File: config.mk
export PLATFORM = sky130hd
export DESIGN_NAME = reset_sequencer
export DESIGN_NICKNAME = d
export VERILOG_FILES = /design/src/rtl/reset_seq_pkg.sv /design/src/rtl/sync_2ff.sv /design/src/rtl/reset_sequencer.sv
export SDC_FILE = /design/constraint.sdc
export NUM_CORES = 1
export LEC_CHECK = 0
export CAP_MARGIN = 10
export CORE_MARGIN = 8
export CORE_UTILIZATION = 40
export CTS_CLUSTER_DIAMETER = 200
export DETAILED_ROUTE_END_ITERATION = 8
export GPL_TIMING_DRIVEN = 1
export SLEW_MARGIN = 20
export SYNTH_ARGS = -nofsm -noshare
export SYNTH_HDL_FRONTEND = slang
export SYNTH_SLANG_ARGS = --single-unit
File: constraint.sdc
create_clock -name clock -period 1.8 [get_ports clock]
set_input_delay 0.36 -clock clock [delete_from_list [all_inputs] [get_ports clock]]
set_output_delay 0.36 -clock clock [all_outputs]
set_load 0.02 [all_outputs]
File: src/rtl/reset_seq_pkg.sv
// Shared types and constants for the board reset sequencer.
package reset_seq_pkg;

   typedef enum logic [1:0] {
      HOLD    = 2'd0,
      RELEASE = 2'd1,
      RUN     = 2'd2
   } state_t;

   localparam int LOSS_CNT_W = 8;

   // Heartbeat is the top bit of its free-running counter.
   function automatic int hb_msb(input int width);
      return width - 1;
   endfunction

endpackage

File: src/rtl/sync_2ff.sv
// Single-bit two-flop synchroniser with synchronous active-high clear.
module sync_2ff (
   input  logic clock,
   input  logic reset,
   input  logic d,
   output logic q
);

   logic meta;

   always_ff @(posedge clock) begin
      if (reset) begin
         meta <= 1'b0;
         q    <= 1'b0;
      end else begin
         meta <= d;
         q    <= meta;
      end
   end

endmodule

File: src/rtl/reset_sequencer.sv
// Board reset controller: filters PLL lock, releases domain resets in order,
// re-asserts them all on lock loss or software request.
module reset_sequencer
   import reset_seq_pkg::*;
#(
   parameter int NUM_DOMAINS = 4,
   parameter int LOCK_FILTER = 1024,
   parameter int STAGE_GAP   = 16,
   parameter int HB_WIDTH    = 26
) (
   input  logic                   clock,
   input  logic                   reset,
   input  logic                   locked_in,
   input  logic                   sw_reset,
   output logic [NUM_DOMAINS-1:0] rst_out,
   output logic                   ready,
   output logic [1:0]             state,
   output logic [LOSS_CNT_W-1:0]  lock_loss_count,
   output logic                   heartbeat
);

   localparam int FW     = (LOCK_FILTER > 1) ? $clog2(LOCK_FILTER) : 1;
   localparam int SW     = (STAGE_GAP > 1) ? $clog2(STAGE_GAP) : 1;
   localparam int IW     = (NUM_DOMAINS > 1) ? $clog2(NUM_DOMAINS) : 1;
   localparam int HB_MSB = hb_msb(HB_WIDTH);

   localparam logic [FW-1:0] FILT_LAST  = FW'(LOCK_FILTER - 1);
   localparam logic [SW-1:0] STAGE_LAST = SW'(STAGE_GAP - 1);
   localparam logic [IW-1:0] IDX_LAST   = IW'(NUM_DOMAINS - 1);

   logic locked_s;

   state_t                  state_q, state_d;
   logic [FW-1:0]           filt_q, filt_d;
   logic [SW-1:0]           stage_q, stage_d;
   logic [IW-1:0]           idx_q, idx_d;
   logic [NUM_DOMAINS-1:0]  rst_q, rst_d;
   logic                    ready_q, ready_d;
   logic [HB_WIDTH-1:0]     hb_q, hb_d;
   logic [LOSS_CNT_W-1:0]   loss_q, loss_d;

   sync_2ff u_lock_sync (
      .clock (clock),
      .reset (reset),
      .d     (locked_in),
      .q     (locked_s)
   );

   always_ff @(posedge clock) begin
      if (reset) begin
         state_q <= HOLD;
         filt_q  <= '0;
         stage_q <= '0;
         idx_q   <= '0;
         rst_q   <= '1;
         ready_q <= 1'b0;
         hb_q    <= '0;
         loss_q  <= '0;
      end else begin
         state_q <= state_d;
         filt_q  <= filt_d;
         stage_q <= stage_d;
         idx_q   <= idx_d;
         rst_q   <= rst_d;
         ready_q <= ready_d;
         hb_q    <= hb_d;
         loss_q  <= loss_d;
      end
   end

   always_comb begin
      state_d = state_q;
      filt_d  = filt_q;
      stage_d = stage_q;
      idx_d   = idx_q;
      rst_d   = rst_q;
      ready_d = ready_q;
      hb_d    = hb_q;
      loss_d  = loss_q;

      unique case (state_q)
         HOLD: begin
            if (sw_reset || !locked_s) begin
               filt_d = '0;
            end else if (filt_q == FILT_LAST) begin
               filt_d   = '0;
               stage_d  = '0;
               rst_d[0] = 1'b0;
               if (NUM_DOMAINS == 1) begin
                  state_d = RUN;
                  ready_d = 1'b1;
               end else begin
                  state_d = RELEASE;
                  idx_d   = IW'(1);
               end
            end else begin
               filt_d = filt_q + FW'(1);
            end
         end

         RELEASE, RUN: begin
            if (!locked_s || sw_reset) begin
               // Lock loss wins over a coincident sw_reset, so it is counted once.
               state_d = HOLD;
               rst_d   = '1;
               ready_d = 1'b0;
               filt_d  = '0;
               stage_d = '0;
               idx_d   = '0;
               hb_d    = '0;
               if (!locked_s && (loss_q != '1))
                  loss_d = loss_q + LOSS_CNT_W'(1);
            end else if (state_q == RUN) begin
               hb_d = hb_q + HB_WIDTH'(1);
            end else if (stage_q == STAGE_LAST) begin
               stage_d = '0;
               for (int unsigned i = 0; i < NUM_DOMAINS; i++) begin
                  if (IW'(i) == idx_q)
                     rst_d[i] = 1'b0;
               end
               if (idx_q == IDX_LAST) begin
                  state_d = RUN;
                  ready_d = 1'b1;
               end else begin
                  idx_d = idx_q + IW'(1);
               end
            end else begin
               stage_d = stage_q + SW'(1);
            end
         end

         default: begin
            state_d = HOLD;
            rst_d   = '1;
            ready_d = 1'b0;
         end
      endcase
   end

   assign rst_out         = rst_q;
   assign ready           = ready_q;
   assign state           = state_q;
   assign lock_loss_count = loss_q;
   assign heartbeat       = hb_q[HB_MSB];

endmodule

==> impl_metrics.csv <==
group,metric,value,unit
global_routing,pin_count_of_the_biggest_net_entering_global_routing,18,
timing,fin_ws,0.0248,ns
logic_synthesis,synth_edf_count,0,
layout,final_nets,463,
power,fin_total_pwr,0.00272,W
die,die_outline_width,104,microns
timing,finalSetupTns,0,ns
worst_setup_path,worstPathMaxFanout,7,
die,floorplan.io_pins,20,
detailed_routing,dr.pass1.iters,5,
worst_setup_path,worst_setup_path_end_kind,"flop",
clocking,clk_transition_reported_paths,0.07,ns
logic_synthesis,mappedNetlistNets,397,
placement,dp_slack,-0.318,ns
detailed_routing,ant_nets,0,
worst_setup_path,timing.critical_path.required,2.08,ns
clocking,clock_tree.buffer_depth,2,
timing,rsz_0062_raised_after_global_routing,"yes",
logic_synthesis,synth_seq_cells,59,
timing,period_minus_slack,1.78,ns
detailed_routing,route.detailed.drc,0,
detailed_routing,via_per_inst,5.41,
timing,finalHoldViolations,0,
timing,report.final.setup_viol,0,
timing,timing_worst_slew_pin_value,0.354,ns
clocking,tritoncts,"yes",
logic_synthesis,netlist_instances,382,
clocking,cts-htree-levels,3,
die,fp.dieH,104,microns
worst_setup_path,cp_data_arrival_time,2.06,ns
global_routing,grt_pass1_vias,2751,
die,initial_utilization,0.408,
run,drv.max_cap_violation_count,0,
logic_synthesis,synth_warnings,0,
detailed_routing,detailedRoute.firstIterationViolations,137,
clocking,root_buffer,"sky130_fd_sc_hd__clkbuf_8",
die,die-area,10800,sq um
global_routing,grt_overall_usage,0.137,
layout,antenna_cells_inserted,0,
logic_synthesis,asyncSetResetFlopFracSynth,0,
clocking,cts_hold_repair.buffers,0,
detailed_routing,detail_route.wirelength,7.36,mm
power,power.density,666,nW/um^2
timing,worst_slew_margin_rel,0.762,
die,floorplan.rows,32,
timing,min_period_over_period,0.986,
power,power.ir.vdd_worst,514,uV
layout,fraction_of_final_layout_cells_sized_beyond_drive_strength_1,0.234,
placement,hpwlAfterDp,5.22,mm
power,power.static_leakage,1.52,nW
layout,finish.utilization,0.536,
timing,timing_max_transition_violations_final,0,
hold_path,timing.hold.worst.class,"reg2reg",
die,core,7610,sq um
global_routing,globalRoute.totalOverflow,0,
clocking,worst_skew_pair.late_latency,0.34,ns
worst_setup_path,worstSetupStartpointType,"flop",
timing,whs,0.442,ns
global_routing,grt_antenna_before_repair,0,
placement,gp_congestion,0.779,
logic_synthesis,synth-main-ff-cell,"sky130_fd_sc_hd__dfxtp_1",
global_routing,grt_pass1_wl,12.6,mm
detailed_routing,via_count,3000,
logic_synthesis,syn-mean-instance-area,8.13,sq um
logic_synthesis,seq_area_frac_synth,0.380,
outcome,status,"completed",
placement,numPortBuffers,19,
clocking,numCtsBuffers,9,
clocking,cts_num_sinks,59,
logic_synthesis,netlist-cell-type-count,57,
layout,area_growth,31.4,%
logic_synthesis,synth.cell_area,3100,sq um
detailed_routing,post_drt_wl_per_cell,13.3,microns
timing,max_freq,563,MHz
worst_setup_path,criticalPathCategory,"reg2reg",
timing,finClkSkew,0.00943,ns
==> routing by layer <==
metal,vias up,wire length [microns],track usage
met2,52,3260,0.209
met3,2,371,0.0434
met5,-,0,0
li1,1517,-,-
met4,0,36,0.0496
met1,1429,3690,0.176
==> cell usage in the layout (no fill, tap or decap), drive strengths merged, types with 4 or more instances in the layout <==
cell type,Yosys,final
inv,8,10
nor3,9,9
nor2,49,49
clkdlybuf4s50,0,16
or3,6,6
ha,11,11
nand4,13,13
o21ai,45,45
nor4,5,5
a21o,4,4
xnor2,8,8
dfxtp,59,59
or4,4,4
nand2b,4,4
nand2,28,28
xor2,4,4
a21oi,28,28
buf,8,54
a31oi,9,9
nand3,22,22
clkbuf,10,10
o31ai,5,5
nor2b,6,6
==> critical path, cell delays in order (launching register included) <==
cell                      delay [ns]
sky130_fd_sc_hd__dfxtp_4        0.36
sky130_fd_sc_hd__inv_4          0.05
sky130_fd_sc_hd__ha_4           0.26
sky130_fd_sc_hd__and3b_2        0.24
sky130_fd_sc_hd__buf_6          0.14
sky130_fd_sc_hd__nor2_4         0.07
sky130_fd_sc_hd__nand2_2        0.05
sky130_fd_sc_hd__or4_4          0.41
sky130_fd_sc_hd__a21oi_2        0.14
==> state kept, by name, indices dropped and copies added, names as in the netlist <==
register          cells
hb_q                 26
filt_q               10
lock_loss_count       8
rst_out               4
stage_q               4
idx_q                 2
state                 2
ready                 1
u_lock_sync.meta      1
u_lock_sync.q         1
==> metrics by stage <==
stage	instances	area [sq um]
detailed placement	534	3760
finish	555	4080
global placement	534	3760
floorplan	382	3150
global route	555	4080
CTS	550	3960
==> cell usage after synthesis (all sizes together) (5+ instances only) <==
library cell  number  area [sq um]
a21oi             28           144
a31oi              9          56.3
buf                8          42.5
clkbuf            10          37.5
dfxtp             59          1180
ha                11           138
inv                8          30.0
nand2             28           105
nand3             22           120
nand4             13          96.3
nor2              49           184
nor2b              6          37.5
nor3               9          61.3
nor4               5          46.3
o21ai             45           225
o31ai              5          37.5
or3                6          42.5
xnor2              8          70.1
==> repair_timing <==
item                                    in CTS  in global routing
gates resized for setup                      3                 24
endpoints found under the setup margin       4                 26
cloned                                       0                  0
setup buffers                                0                  5
pin swaps                                    2                  5
==> final timing paths <==
path	startpoint	endpoint	slack, ns	cells after the start
min	u_lock_sync.meta	u_lock_sync.q	0.44	1
min reg2reg	u_lock_sync.meta	u_lock_sync.q	0.44	1
max	state[0]	filt_q[4]	0.02	8
max reg2reg	state[0]	filt_q[4]	0.02	8
==> logic make-up (layout without fill, tap and decap cells) <==
logic type	count (synthesis)	count (layout)	share of synthesized area
mux	2	2	0.00645
fa+ha+maj	11	11	0.0443
compound gates	106	106	0.206
flops	59	59	0.380
buf+inv	26	97	0.0355
simple gates	166	166	0.294
xor+xnor	12	12	0.0339
==> layout make-up <==
class,instances,area (sq um)
Timing Repair Buffer,73,623
Inverter,8,32.5
Clock inverter,6,62.6
Sequential cell,59,1190
Tap cell,102,128
Fill cell,736,3530
Multi-Input combinational cell,297,1900
Clock buffer,10,138
==> power breakdown <==
group	internal (W)	switching (W)
registers	0.00131	0.00000683
clock network	0.000675	0.000559
logic	0.0000764	0.0000892
total	0.00206	0.000655
(Power assumes the default switching activity.)
